<file path="config.mk">
export PLATFORM = sky130hd
export DESIGN_NAME = btn_debouncer_multi
export DESIGN_NICKNAME = d
export VERILOG_FILES = /design/src/rtl/btn_debouncer_multi.sv
export SDC_FILE = /design/constraint.sdc
export NUM_CORES = 1
export LEC_CHECK = 0
export CORE_ASPECT_RATIO = 0.5
export CORE_MARGIN = 2
export CORE_UTILIZATION = 43
export DETAILED_ROUTE_END_ITERATION = 10
export DONT_BUFFER_PORTS = 1
export HOLD_SLACK_MARGIN = 0.12
export PLACE_DENSITY = 0.56
export SYNTH_ARGS = -nofsm -noshare
export SYNTH_HDL_FRONTEND = slang
export SYNTH_SLANG_ARGS = --single-unit
</file>
<file path="constraint.sdc">
create_clock -name clk -period 6.02 [get_ports clk]
set_clock_uncertainty 0.2 [all_clocks]
set_input_delay 0.602 -clock clk [delete_from_list [all_inputs] [get_ports clk]]
set_output_delay 0.602 -clock clk [all_outputs]
set_load 0.005 [all_outputs]
</file>
<file path="src/rtl/btn_debouncer_multi.sv">
// Multi-channel button debouncer with hold detection and auto-repeat.
// Each channel has a ce-gated 2-flop synchroniser and a saturating integrator
// that flips the debounced level after 2**COUNTER_WIDTH consecutive
// disagreeing samples. It also emits one-clk click/release pulses.
// Build option: define BTN_DEBOUNCER_MULTI_REPEAT_EN to generate the per-channel
// hold FSM and timers that drive btn_repeat/btn_held. Otherwise both are tied to 0.
module btn_debouncer_multi #(
  parameter int unsigned CHANNELS      = 4,
  parameter int unsigned COUNTER_WIDTH = 16,
  parameter int unsigned HOLD_TICKS    = 50,
  parameter int unsigned REPEAT_TICKS  = 10
) (
  input  logic                clk,
  input  logic                rst_n,
  input  logic                ce,
  input  logic [CHANNELS-1:0] btn,
  output logic [CHANNELS-1:0] btn_debounced,
  output logic [CHANNELS-1:0] btn_click,
  output logic [CHANNELS-1:0] btn_release,
  output logic [CHANNELS-1:0] btn_repeat,
  output logic [CHANNELS-1:0] btn_held
);

  localparam logic [COUNTER_WIDTH-1:0] CntOne = COUNTER_WIDTH'(1);

  if (CHANNELS < 1 || COUNTER_WIDTH < 1 || HOLD_TICKS < 1 || REPEAT_TICKS < 1)
  begin : gen_param_check
    $error("btn_debouncer_multi: all parameters must be >= 1");
  end

`ifdef BTN_DEBOUNCER_MULTI_REPEAT_EN
  localparam int unsigned MaxTicks   = (HOLD_TICKS > REPEAT_TICKS) ? HOLD_TICKS : REPEAT_TICKS;
  localparam int unsigned TimerWidth = (MaxTicks > 1) ? $clog2(MaxTicks) : 1;
  localparam logic [TimerWidth-1:0] TimerOne   = TimerWidth'(1);
  localparam logic [TimerWidth-1:0] HoldLast   = TimerWidth'(HOLD_TICKS - 1);
  localparam logic [TimerWidth-1:0] RepeatLast = TimerWidth'(REPEAT_TICKS - 1);

  typedef enum logic [1:0] {StReleased, StPressed, StRepeating} hold_state_e;
`endif

  for (genvar i = 0; i < CHANNELS; i++) begin : gen_ch
    logic                     sync1_q, sync2_q;
    logic [COUNTER_WIDTH-1:0] cnt_q, cnt_d;
    logic                     state_q, state_d;
    logic                     flip, rise, fall;
    logic                     click_q, release_q;

    // Integrator: count disagreeing samples, flip on the saturated one.
    always_comb begin
      cnt_d   = cnt_q;
      state_d = state_q;
      flip    = 1'b0;
      if (ce) begin
        if (sync2_q == state_q) begin
          cnt_d = '0;
        end else if (cnt_q != '1) begin
          cnt_d = cnt_q + CntOne;
        end else begin
          cnt_d   = '0;
          state_d = ~state_q;
          flip    = 1'b1;
        end
      end
    end

    assign rise = flip & ~state_q;
    assign fall = flip & state_q;

    // Synchroniser, integrator and edge pulses; pulses self-clear when ce is low.
    always_ff @(posedge clk or negedge rst_n) begin
      if (!rst_n) begin
        sync1_q   <= 1'b0;
        sync2_q   <= 1'b0;
        cnt_q     <= '0;
        state_q   <= 1'b0;
        click_q   <= 1'b0;
        release_q <= 1'b0;
      end else begin
        if (ce) begin
          sync1_q <= btn[i];
          sync2_q <= sync1_q;
        end
        cnt_q     <= cnt_d;
        state_q   <= state_d;
        click_q   <= rise;
        release_q <= fall;
      end
    end

    assign btn_debounced[i] = state_q;
    assign btn_click[i]     = click_q;
    assign btn_release[i]   = release_q;

`ifdef BTN_DEBOUNCER_MULTI_REPEAT_EN
    hold_state_e           hs_q, hs_d;
    logic [TimerWidth-1:0] timer_q, timer_d;
    logic                  rep, rep_q;

    // Hold FSM: the press tick itself leaves the timer at 0; a release wins
    // over a coinciding repeat.
    always_comb begin
      hs_d    = hs_q;
      timer_d = timer_q;
      rep     = 1'b0;
      if (ce) begin
        case (hs_q)
          StReleased: begin
            if (rise) begin
              hs_d    = StPressed;
              timer_d = '0;
            end
          end
          StPressed: begin
            if (fall) begin
              hs_d = StReleased;
            end else if (timer_q == HoldLast) begin
              hs_d    = StRepeating;
              timer_d = '0;
              rep     = 1'b1;
            end else begin
              timer_d = timer_q + TimerOne;
            end
          end
          StRepeating: begin
            if (fall) begin
              hs_d = StReleased;
            end else if (timer_q == RepeatLast) begin
              timer_d = '0;
              rep     = 1'b1;
            end else begin
              timer_d = timer_q + TimerOne;
            end
          end
          default: begin
            hs_d    = StReleased;
            timer_d = '0;
          end
        endcase
      end
    end

    // Hold state, timer and registered repeat pulse.
    always_ff @(posedge clk or negedge rst_n) begin
      if (!rst_n) begin
        hs_q    <= StReleased;
        timer_q <= '0;
        rep_q   <= 1'b0;
      end else begin
        hs_q    <= hs_d;
        timer_q <= timer_d;
        rep_q   <= rep;
      end
    end

    assign btn_repeat[i] = rep_q;
    assign btn_held[i]   = (hs_q == StRepeating);
`endif
  end

`ifndef BTN_DEBOUNCER_MULTI_REPEAT_EN
  assign btn_repeat = '0;
  assign btn_held   = '0;
`endif

endmodule
</file>
-- Word level (Yosys, flattened, before mapping)
Cells that the tools add are included.
- add/subtract/negate cells: 4
- equal/unequal tests: 8
- multiplexer cells: 20
- bitwise gates (word level): 20
- reductions and logical operators: 4
- operators with widths (operator ; count):
    two-way mux 16 bit ; 8
    adder 16 x 1 -> 16 bit (second input constant) ; 4
    != test 16 bit (second input constant) ; 4
    two-way mux 1 bit ; 12
    NOT 1 bit ; 12
    AND reduction 3 bit ; 4
    AND 1 bit ; 8
    == test 1 bit ; 4
- flip-flop bits (word level): 84
- input bits: 7
- output and inout bits: 20
- logic and storage cells: 80

-- Depth between registers and ports, before layout
- word-level depth: 5
- mapped depth: 7
- depth with buffers taken out: 5

-- Least setup slack after synthesis
No wires, ideal clock.
- kind: register to register
- start point: reg gen_ch[2].cnt_q[0]
- end point: reg gen_ch[2].state_q
- arrival time: 1.574 ns
- slack: 4.117 ns
- stages on the path, launching flop included: 7
- path buffers: 1
- clock period less this slack: 1.903 ns
- path through: dfrtp_1 > ha_1 > and3_1 > buf_4 > nand3_4 > or4_4 > xnor2_1
- word-level cells in the longest chain between the ends: 3
- RTL lines (item ; RTL line ; text):
    from (decl) ; 43 ; logic [COUNTER_WIDTH-1:0] cnt_q, cnt_d;
    from (signal assigned) ; 83 ; cnt_q <= cnt_d;
    != test 16 bit ; 56 ; end else if (cnt_q != '1) begin
    NOT 1 bit (no line) ; - ;
    AND reduction 3 bit (no line) ; - ;
    to (signal assigned) ; 84 ; state_q <= state_d;
    to (decl) ; 44 ; logic state_q, state_d;
Every way passes these cells.
A chain may end at the register's enable or synchronous reset.

-- Final worst setup path
- start point: reg gen_ch[2].cnt_q[0]
- end point: reg gen_ch[2].cnt_q[14]
- word-level cells in the longest chain between the ends: 3
- elaborated cells on any way between the ends: 4
- RTL lines (item ; RTL line ; text):
    adder 16 x 1 -> 16 bit / != test 16 bit (equally long branches) ; 57, 56 ;
    two-way mux 16 bit (*) ; 56 ;
    two-way mux 16 bit (*) ; 54 ; if (sync2_q == state_q) begin
Mark *: on every way between the ends. The rest lies on a longest branch, timed or not.

==> impl_metrics.yaml <==
setup_path:
  r2r_cells: 5
  regToRegSetupSlack_ns: 3.19
  r2r_end: "gen_ch[2].cnt_q[14]$_DFFE_PN0P_"
  crit_fanout: 11
  crit_required_ns: 5.98
  startpoint: "gen_ch[2].cnt_q[0]$_DFFE_PN0P_"
  worstSetupPathType: "reg -> reg"
  worstPathArrival_ns: 2.79
  cp-start-kind: "flip-flop"
  r2r-start: "gen_ch[2].cnt_q[0]$_DFFE_PN0P_"
  end_kind: "flip-flop"
layout:
  regArea_um2: 2100
  final_layout_size_suffix_gt1_frac: 0.0957
  fillers: 869
  fin_util: 0.483
  design_area_um2: 4670
  diodes: 0
  multi_input_area_um2: 2040
  fin_cells: 553
  layout.nets: 424
  area_growth_pct: 6.82
place:
  dpl_cell_area_um2: 4340
  preCtsSetupSlack_ns: 3.24
  hpwl_um: 5560
  gp_congestion: 0.847
  port_buffers: 0
  dp.cells: 535
timing:
  holdWs_ns: 0.148
  setup_violations: 0
  setup_tns_ns: 0
  drv_slew: 0
  fin_crit_sh: 0.470
  hold_viol_final: 0
  relSlewSlack: 0.141
  rsz0062_at_grt: "false"
  fin_ws_ns: 3.19
  fmax_mhz: 354
  min_period_ns: 2.83
  tightest_slew_ns: 1.28
power:
  switchingPower_mw: 0.322
  p_total_mw: 1.28
  intPower_mw: 0.954
  combPwrFrac: 0.085
  power_frac_seq: 0.491
  p_per_area_nw_per_um2: 273
  leakage_nw: 1.96
  peakVddDrop_mv: 0.138
  clock_power_share: 0.424
  swShare: 0.253
floorplan:
  io_pins: 27
  coreArea_um2: 9670
  die-area_um2: 11000
  die_w_um: 147
  start_util: 0.452
  rows: 25
  fp.dieH_um: 75.3
routing:
  vias: 3166
  viasPerCell: 5.73
  avgRoutedWirePerCell_um: 15.5
  final_antenna_net_count: 0
  drtPass1Iterations: 5
  wirelength_um: 8600
  drc: 0
  first_iter_violations: 203
hold_path:
  min_path_cells: 1
  holdPathEnd: "gen_ch[2].cnt_q[9]$_DFFE_PN0P_"
  worstHoldStart: "ce"
  hp-class: "in -> reg"
clock_tree:
  cts.path.max_buffers: 2
  clock_sinks: 84
  cts_tree: "built"
  cts_max_level: 3
  clockRootBuffer: "clkbuf_16"
  clk_pin_slew_ns: 0.06
  numCtsBuffers: 9
  clock_latency_ns: 0.34
synth:
  syn_inst: 429
  synth_cell_type_count: 52
  synth-edff-count: 0
  ys_ff_latch: 84
  yosysTopAreaCellShare: 0.481
  ys_warn_count: 0
  synthArstFlopShare: 1.00
  synth_ff_type: "dfrtp_1"
  syn_area_per_cell_um2: 10.2
  synth_area_leaders: "dfrtp_1 48%, xor2_1 5.0%, buf_4 4.0%"
  synth-seq-area-share: 0.481
  syn_area_um2: 4370
  yosysTopAreaCell: "dfrtp_1"
global_route:
  grt_pass1_vias: 3068
  grt_pass1_wl_um: 14700
  grt_overflow: 0
  antenna_found_initial: 0
  grt_start_max_net_pins: 85
  grt.total_usage: 0.170
run:
  max_cap_viol_count: 0
status:
  run_status: "complete, no violations"
-- state kept, by name (all words and copies together), names as in the netlist --
name              cells
gen_ch.cnt_q         64
gen_ch.release_q      4
gen_ch.state_q        4
gen_ch.click_q        4
gen_ch.sync1_q        4
gen_ch.sync2_q        4
-- worst max-delay path, stage by stage, from the launching register on --
cell	delay [ns]
dfrtp_1	0.40
ha_1	0.20
and3_1	0.33
nand4_1	0.25
o21ai_0	1.04
a22oi_1	0.23
-- cell type report --
cell class / instances / share of cell area
clock buffer: 9 / 0.0483
clock inverter: 7 / 0.0145
inverter: 8 / 0.00643
multi-input combinational: 308 / 0.436
sequential: 84 / 0.450
tap: 135 / 0.0362
timing repair buffer: 2 / 0.00804
-- power by group through the flow --
| stage | Clock, mW | Sequential (mW) | Combinational, mW |
|---|---|---|---|
| floorplan | 0 | 0.628 | 0.0889 |
| global placement | 0 | 0.633 | 0.0903 |
| detailed placement | 0 | 0.636 | 0.0946 |
| CTS | 0.556 | 0.626 | 0.110 |
| global route | 0.584 | 0.632 | 0.125 |
| finish | 0.541 | 0.627 | 0.108 |
-- layout by cell type (no fill, tap or decap), drive strengths merged, types with 5 or more instances in the layout --
| cell type | n |
|---|---|
| o21ai | 25 |
| nor2 | 14 |
| a21oi | 27 |
| xor2 | 25 |
| and2 | 10 |
| xnor2 | 14 |
| or3 | 10 |
| and4 | 8 |
| or4 | 5 |
| mux2 | 8 |
| nand2 | 29 |
| a22oi | 8 |
| o31ai | 8 |
| nor3 | 9 |
| nor4 | 5 |
| inv | 8 |
| nand4 | 21 |
| nand3 | 29 |
| clkbuf | 9 |
| dfrtp | 84 |
| conb | 8 |
| and3 | 14 |
-- Yosys cell counts (3+ instances only) --
master / count
or3_1: 9
buf_4: 23
and4_1: 8
xor2_1: 25
clkbuf_1: 7
ha_1: 4
o31ai_1: 8
mux2_2: 8
nand3_1: 26
o21ai_0: 24
buf_2: 5
and2_1: 10
nor4_1: 3
nand4_1: 21
inv_1: 7
a22oi_1: 8
o2bb2ai_1: 4
xnor2_1: 14
nor2_1: 14
nor3_1: 9
nand2_1: 27
and3_1: 12
or4_1: 4
a21oi_1: 27
dfrtp_1: 84
o211ai_1: 3
-- layer usage --
| layer | GRT usage | wire (um) |
|---|---|---|
| met4 | 0.0518 | 77 |
| met2 | 0.265 | 3830 |
| met1 | 0.230 | 4220 |
| met5 | 0 | 0 |
| met3 | 0.0576 | 465 |
-- what timing repair did --
item	4_1_cts	5_1_grt
setup buffers	0	0
endpoints found under the hold margin	84	0
resized for setup	0	0
setup endpoints to repair	0	0
hold buffers	2	0
-- worst max path at each step --
stage               cells after the start                         endpoint  slack (ns)
floorplan                               6    gen_ch[2].state_q$_DFFE_PN0P_        4.12
detailed placement                      5  gen_ch[2].cnt_q[14]$_DFFE_PN0P_        3.24
global route                            5  gen_ch[2].cnt_q[14]$_DFFE_PN0P_        3.07
CTS                                     5  gen_ch[2].cnt_q[14]$_DFFE_PN0P_        3.24
global placement                        5  gen_ch[2].cnt_q[14]$_DFFE_PN0P_        3.44
finish                                  5  gen_ch[2].cnt_q[14]$_DFFE_PN0P_        3.19
-- cells by family (layout without fill, tap and decap cells) --
family,count (synthesis),count (layout),share of synthesized area
xor+xnor,39,39,0.0782
fa+ha+maj,4,4,0.0115
simple gates,160,160,0.214
other cells,1,8,0.000858
buf+inv,44,26,0.0590
compound gates,87,87,0.130
mux,10,10,0.0252
flops,84,84,0.481
(Power assumes the default switching activity.)
